$ cat config.mk
export PLATFORM = sky130hd
export DESIGN_NAME = noc_input_buffer
export DESIGN_NICKNAME = d
export VERILOG_FILES = /design/src/rtl/noc_pkg.sv /design/src/rtl/noc_buf_mem.sv /design/src/rtl/noc_input_buffer.sv
export SDC_FILE = /design/constraint.sdc
export NUM_CORES = 1
export LEC_CHECK = 0
export CAP_MARGIN = 25
export CORE_AREA = 10 10 150 152
export DETAILED_ROUTE_END_ITERATION = 8
export DIE_AREA = 0 0 160 162
export PLACE_DENSITY = 0.45
export SYNTH_ARGS = -nofsm -noshare
export SYNTH_HDL_FRONTEND = slang
export SYNTH_HIERARCHICAL = 1
export SYNTH_SLANG_ARGS = --single-unit
$ cat constraint.sdc
create_clock -name clk_i -period 2.7 [get_ports clk_i]
set_input_delay 0.54 -clock clk_i [delete_from_list [all_inputs] [get_ports clk_i]]
set_output_delay 0.54 -clock clk_i [all_outputs]
set_load 0.05 [all_outputs]
$ cat src/rtl/noc_pkg.sv
// Shared NoC buffer constants: default flit width, default almost-levels and
// the occupancy-count width helper.
package noc_pkg;

  localparam int NOC_FLIT_W       = 8;
  localparam int NOC_ALMOST_EMPTY = 2;
  localparam int NOC_ALMOST_FULL  = 14;

  // The count must hold 0..2^depth_log2 inclusive, hence one extra bit.
  function automatic int noc_count_w(input int depth_log2);
    return depth_log2 + 1;
  endfunction

endpackage

$ cat src/rtl/noc_buf_mem.sv
// Flit storage for the router input buffer: register array with synchronous
// write and asynchronous read; contents are never reset.
module noc_buf_mem
  import noc_pkg::*;
#(
  parameter int DATA_WIDTH = NOC_FLIT_W,
  parameter int DEPTH_LOG2 = 4
) (
  input  logic                  clk_i,
  input  logic                  we_i,
  input  logic [DEPTH_LOG2-1:0] waddr_i,
  input  logic [DATA_WIDTH-1:0] wdata_i,
  input  logic [DEPTH_LOG2-1:0] raddr_i,
  output logic [DATA_WIDTH-1:0] rdata_o
);

  localparam int DEPTH = 1 << DEPTH_LOG2;

  logic [DATA_WIDTH-1:0] mem [DEPTH];

  always_ff @(posedge clk_i) begin
    if (we_i) begin
      mem[waddr_i] <= wdata_i;
    end
  end

  assign rdata_o = mem[raddr_i];

endmodule

$ cat src/rtl/noc_input_buffer.sv
// Router input-port FIFO with valid/ready on both sides, occupancy count and
// almost flags. Define NOC_BUF_BYPASS_EN for first-word fall-through when empty.
module noc_input_buffer
  import noc_pkg::*;
#(
  parameter int DATA_WIDTH         = NOC_FLIT_W,
  parameter int DEPTH_LOG2         = 4,
  parameter int ALMOST_EMPTY_LEVEL = NOC_ALMOST_EMPTY,
  parameter int ALMOST_FULL_LEVEL  = NOC_ALMOST_FULL
) (
  input  logic                                clk_i,
  input  logic                                rst_i,
  input  logic [DATA_WIDTH-1:0]               in_data_i,
  input  logic                                in_valid_i,
  output logic                                in_ready_o,
  output logic [DATA_WIDTH-1:0]               out_data_o,
  output logic                                out_valid_o,
  input  logic                                out_ready_i,
  output logic [noc_count_w(DEPTH_LOG2)-1:0]  count_o,
  output logic                                almost_full_o,
  output logic                                almost_empty_o
);

  localparam int DEPTH = 1 << DEPTH_LOG2;
  localparam int CW    = noc_count_w(DEPTH_LOG2);

  localparam logic [CW-1:0] DEPTH_C = CW'(DEPTH);
  localparam logic [CW-1:0] AE_LVL  = CW'(ALMOST_EMPTY_LEVEL);
  localparam logic [CW-1:0] AF_LVL  = CW'(ALMOST_FULL_LEVEL);

  logic [DEPTH_LOG2-1:0] wr_ptr;
  logic [DEPTH_LOG2-1:0] rd_ptr;
  logic [CW-1:0]         count;
  logic [DATA_WIDTH-1:0] mem_rdata;
  logic                  empty;
  logic                  push;
  logic                  pop;

  assign empty      = (count == '0);
  // Readiness ignores out_ready_i: a full buffer refuses even when popping.
  assign in_ready_o = (count < DEPTH_C) & ~rst_i;

`ifdef NOC_BUF_BYPASS_EN
  logic pass;

  // Empty buffer with a consumer ready: the flit goes straight through.
  assign pass        = empty & in_valid_i & in_ready_o & out_ready_i;
  assign out_valid_o = ~empty | (in_valid_i & in_ready_o);
  assign out_data_o  = empty ? in_data_i : mem_rdata;
  assign push        = in_valid_i & in_ready_o & ~pass;
  assign pop         = ~empty & out_ready_i;
`else
  assign out_valid_o = ~empty;
  assign out_data_o  = mem_rdata;
  assign push        = in_valid_i & in_ready_o;
  assign pop         = out_valid_o & out_ready_i;
`endif

  always_ff @(posedge clk_i or posedge rst_i) begin
    if (rst_i) begin
      wr_ptr <= '0;
      rd_ptr <= '0;
      count  <= '0;
    end else begin
      if (push) begin
        wr_ptr <= wr_ptr + 1'b1;
      end
      if (pop) begin
        rd_ptr <= rd_ptr + 1'b1;
      end
      case ({push, pop})
        2'b10:   count <= count + 1'b1;
        2'b01:   count <= count - 1'b1;
        default: count <= count;
      endcase
    end
  end

  noc_buf_mem #(
    .DATA_WIDTH (DATA_WIDTH),
    .DEPTH_LOG2 (DEPTH_LOG2)
  ) u_mem (
    .clk_i   (clk_i),
    .we_i    (push),
    .waddr_i (wr_ptr),
    .wdata_i (in_data_i),
    .raddr_i (rd_ptr),
    .rdata_o (mem_rdata)
  );

  assign count_o        = count;
  assign almost_full_o  = (count >= AF_LVL);
  assign almost_empty_o = (count <= AE_LVL);

endmodule

==> impl_metrics.tcl <==
set metrics [dict create \
    outcome "finished clean" \
    tritoncts "yes" \
    irDropWorstVdd_uv 849 \
    ff_latch_area_mm2 0.00417 \
    synth.distinct_cells 40 \
    path_class "reg -> out" \
    syn_area_per_cell_um2 19.7 \
    root_buffer "clkbuf_16" \
    cts_buffers 17 \
    gp_congestion 0.714 \
    placed_cell_area_mm2 0.00649 \
    die_w_um 160 \
    syn_nets 311 \
    cp.arrival_ns 2.14 \
    synth_seq_area_share_pct 72.5 \
    grtUsageTotal_pct 9.84 \
    area_delta_synth_final_pct 25.7 \
    timing.max_cap.violations 0 \
    power_density_mw_per_mm2 1150 \
    port_buffers 28 \
    worst_path_max_delay_cell "mux4_1" \
    startpoint_type "flop" \
    clk_path_buf_depth 2 \
    grt_overflow 0 \
    synth-seq-cells 141 \
    clk_pin_slew_worst_paths_ns 0.06 \
    path_buf_inv 2 \
    syn_area_mm2 0.00575 \
    die_area_mm2 0.0259 \
    instances_no_fill 637 \
    grt_max_degree 33 \
    min-delay-path-class "reg -> reg" \
    htree_levels 4 \
    max_freq_mhz 374 \
    wl_per_cell_um 19.1 \
    dpl_worst_slack_ns -0.0914 \
    worst_pin_slew_ns 0.588 \
    grt_pass1_vias 3171 \
    crit_fanout 11 \
    dp.cells 602 \
    cts_sinks 141 \
    postRouteAntennaNets 0 \
    yosysWarnings 6 \
    num_antenna_cells 0 \
    post-route-period-util_pct 99.1 \
    final.min_clock_period_ns 2.68 \
    multi_input_area_mm2 0.00154 \
    total_leakage_power_nw 2.45 \
    final_hold_viol_count 0 \
    io_pins 29 \
    layout-drive-gt1-share_pct 33.6 \
    end_kind "output port" \
    core.rowCount 51 \
    maxSlewViolCount 0 \
    synth_cells 292 \
    start_util_pct 29.6 \
    rsz0062_at_grt "true" \
    clk_latency_ns 0.41 \
    worstPathCellList "buf_12 > mux4_1 > a22oi_2 > nand2_1 > buf_4" \
    nNetsFinal 378 \
    cts_hold_buffers 0 \
    drt-total-wl_um 12200 \
    fillCellCount 1848 \
    cp_top_family "multiplexers" \
    fin_skew_ns 0.00390 \
    coreArea_mm2 0.0194 \
    die_h_um 162 \
    dp_hpwl_um 7740 \
    max_stage_delay_ns 0.61 \
    viasPerCell 4.54 \
    antenna_found_initial 0 \
    worstPathRequired_ns 2.16 \
    fin_ws_ns 0.0250 \
    initialDrtViolationCount 162 \
    grt_pass1_wl_um 19000 \
    setup_viol_count_final 0 \
    fin_area_mm2 0.00722 \
    vias 2895 \
    route.detailed.drc 0 \
    power_mw 8.33 \
    slew_headroom_pct 60.7 \
    drtPass1Iterations 5 \
]
## report_power, final
part | total, mW | internal [mW] | switching (mW)
Sequential | 2.77 | 2.56 | 0.212
Clock | 2.39 | 1.54 | 0.852
Combinational | 3.17 | 1.36 | 1.81
## kinds of logic (layout without fill, tap and decap cells)
logic type	Yosys count	after routing	synth area share, %
AOI/OAI and AO/OA	27	27	3.51
buffers and inverters	18	98	2.05
and+or+nand+nor	54	54	4.62
adders and majority gates	7	7	1.65
DFF	141	141	72.5
xor gates and xnor gates	9	9	1.37
muxes	36	36	14.3
## layout make-up
| class | instances | area share (%) |
|---|---|---|
| inverter | 6 | 0.312 |
| clock buffer | 20 | 6.05 |
| multi-input combinational | 133 | 21.3 |
| timing repair buffer | 60 | 7.69 |
| sequential | 141 | 57.8 |
| tap | 265 | 4.59 |
| clock inverter | 12 | 2.36 |
## metrics by stage
stage	utilization, %	TNS (ns)	hold slack, ns
finish	37.2	0	0.528
global route	37.2	-0.0984	0.557
CTS	37.1	-0.0427	0.532
detailed placement	33.5	-0.0914	0.521
global placement	33.5	-0.00713	0.522
floorplan	-	0	0.417
## final timing paths
check / startpoint / end / slack [ns] / depth (start not counted)
min: wr_ptr[3] / wr_ptr[3] / 0.53 / 1
min in group asynchronous: rst_i / count_o[3] / 0.55 / 2
min reg2reg: wr_ptr[3] / wr_ptr[3] / 0.53 / 1
max in group asynchronous: rst_i / rd_ptr[0] / 1.76 / 2
max reg2reg: count_o[2] / count_o[4] / 0.20 / 8
max: rd_ptr[0] / out_data_o[1] / 0.02 / 5
## layer usage
metal	vias up	track usage, %	wire length [um]
li1	1324	-	-
met1	1487	12.1	5350
met2	70	16.0	6080
met3	14	2.65	539
met4	0	4.13	180
met5	-	0	0
## placed cells by master (no fill, tap or decap), types with 3 or more instances in the layout
master,Yosys,final
xor2_1,4,4
nand2_1,14,10
o21ai_0,3,3
edfxtp_1,128,128
bufinv_16,0,4
dfrtp_1,13,11
buf_4,1,31
nor3_1,6,5
a22oi_2,0,15
xnor2_1,5,5
mux4_2,18,24
nand2_2,0,4
mux4_1,14,8
clkbuf_16,0,17
inv_1,6,6
nand2b_1,3,3
nor2_1,16,15
clkinv_2,0,3
ha_1,6,6
clkbuf_1,1,3
clkinvlp_4,0,3
clkdlybuf4s50_1,0,17
buf_6,3,10
## sequential cells by signal, indices dropped and copies added, names as in the netlist
signal,cells
rd_ptr,4
u_mem/mem,128
count_o,5
wr_ptr,4
## timing repair
item                       CTS  global route
setup endpoints to repair    8             8
buffers inserted             3             0
hold endpoints to repair     0             0
resized for setup           18            18
cloned                       1             0
pin swaps                    2             3
## Yosys cell counts
library cell     number  area [um2]
a211o_1               1        8.76
a21o_1                1        7.51
a21oi_1               2        10.0
a22oi_1              16         120
and2_1                2        12.5
and2b_1               1        7.51
buf_2                 4        20.0
buf_4                 1        7.51
buf_6                 3        33.8
clkbuf_1              1        3.75
clkdlybuf4s25_2       3        30.0
dfrtp_1              13         325
edfxtp_1            128        3840
fa_1                  1        20.0
ha_1                  6        75.1
inv_1                 6        22.5
mux2_2                1        11.3
mux2_4                1        15.0
mux2i_1               2        20.0
mux4_1               14         368
mux4_2               18         405
nand2_1              14        52.6
nand2b_1              3        18.8
nand3_1               2        10.0
nand3b_1              2        15.0
nand4_1               2        12.5
nor2_1               16        60.1
nor2b_1               2        12.5
nor3_1                6        30.0
o211ai_1              1        7.51
o21ai_0               3        15.0
o22ai_1               1        6.26
o31a_4                1        17.5
o41ai_1               1        8.76
or2_2                 1        6.26
or3_2                 1        7.51
or3_4                 1        11.3
or3b_2                1        8.76
xnor2_1               5        43.8
xor2_1                4        35.0
No activity file was read; power rests on OpenSTA's default activity.
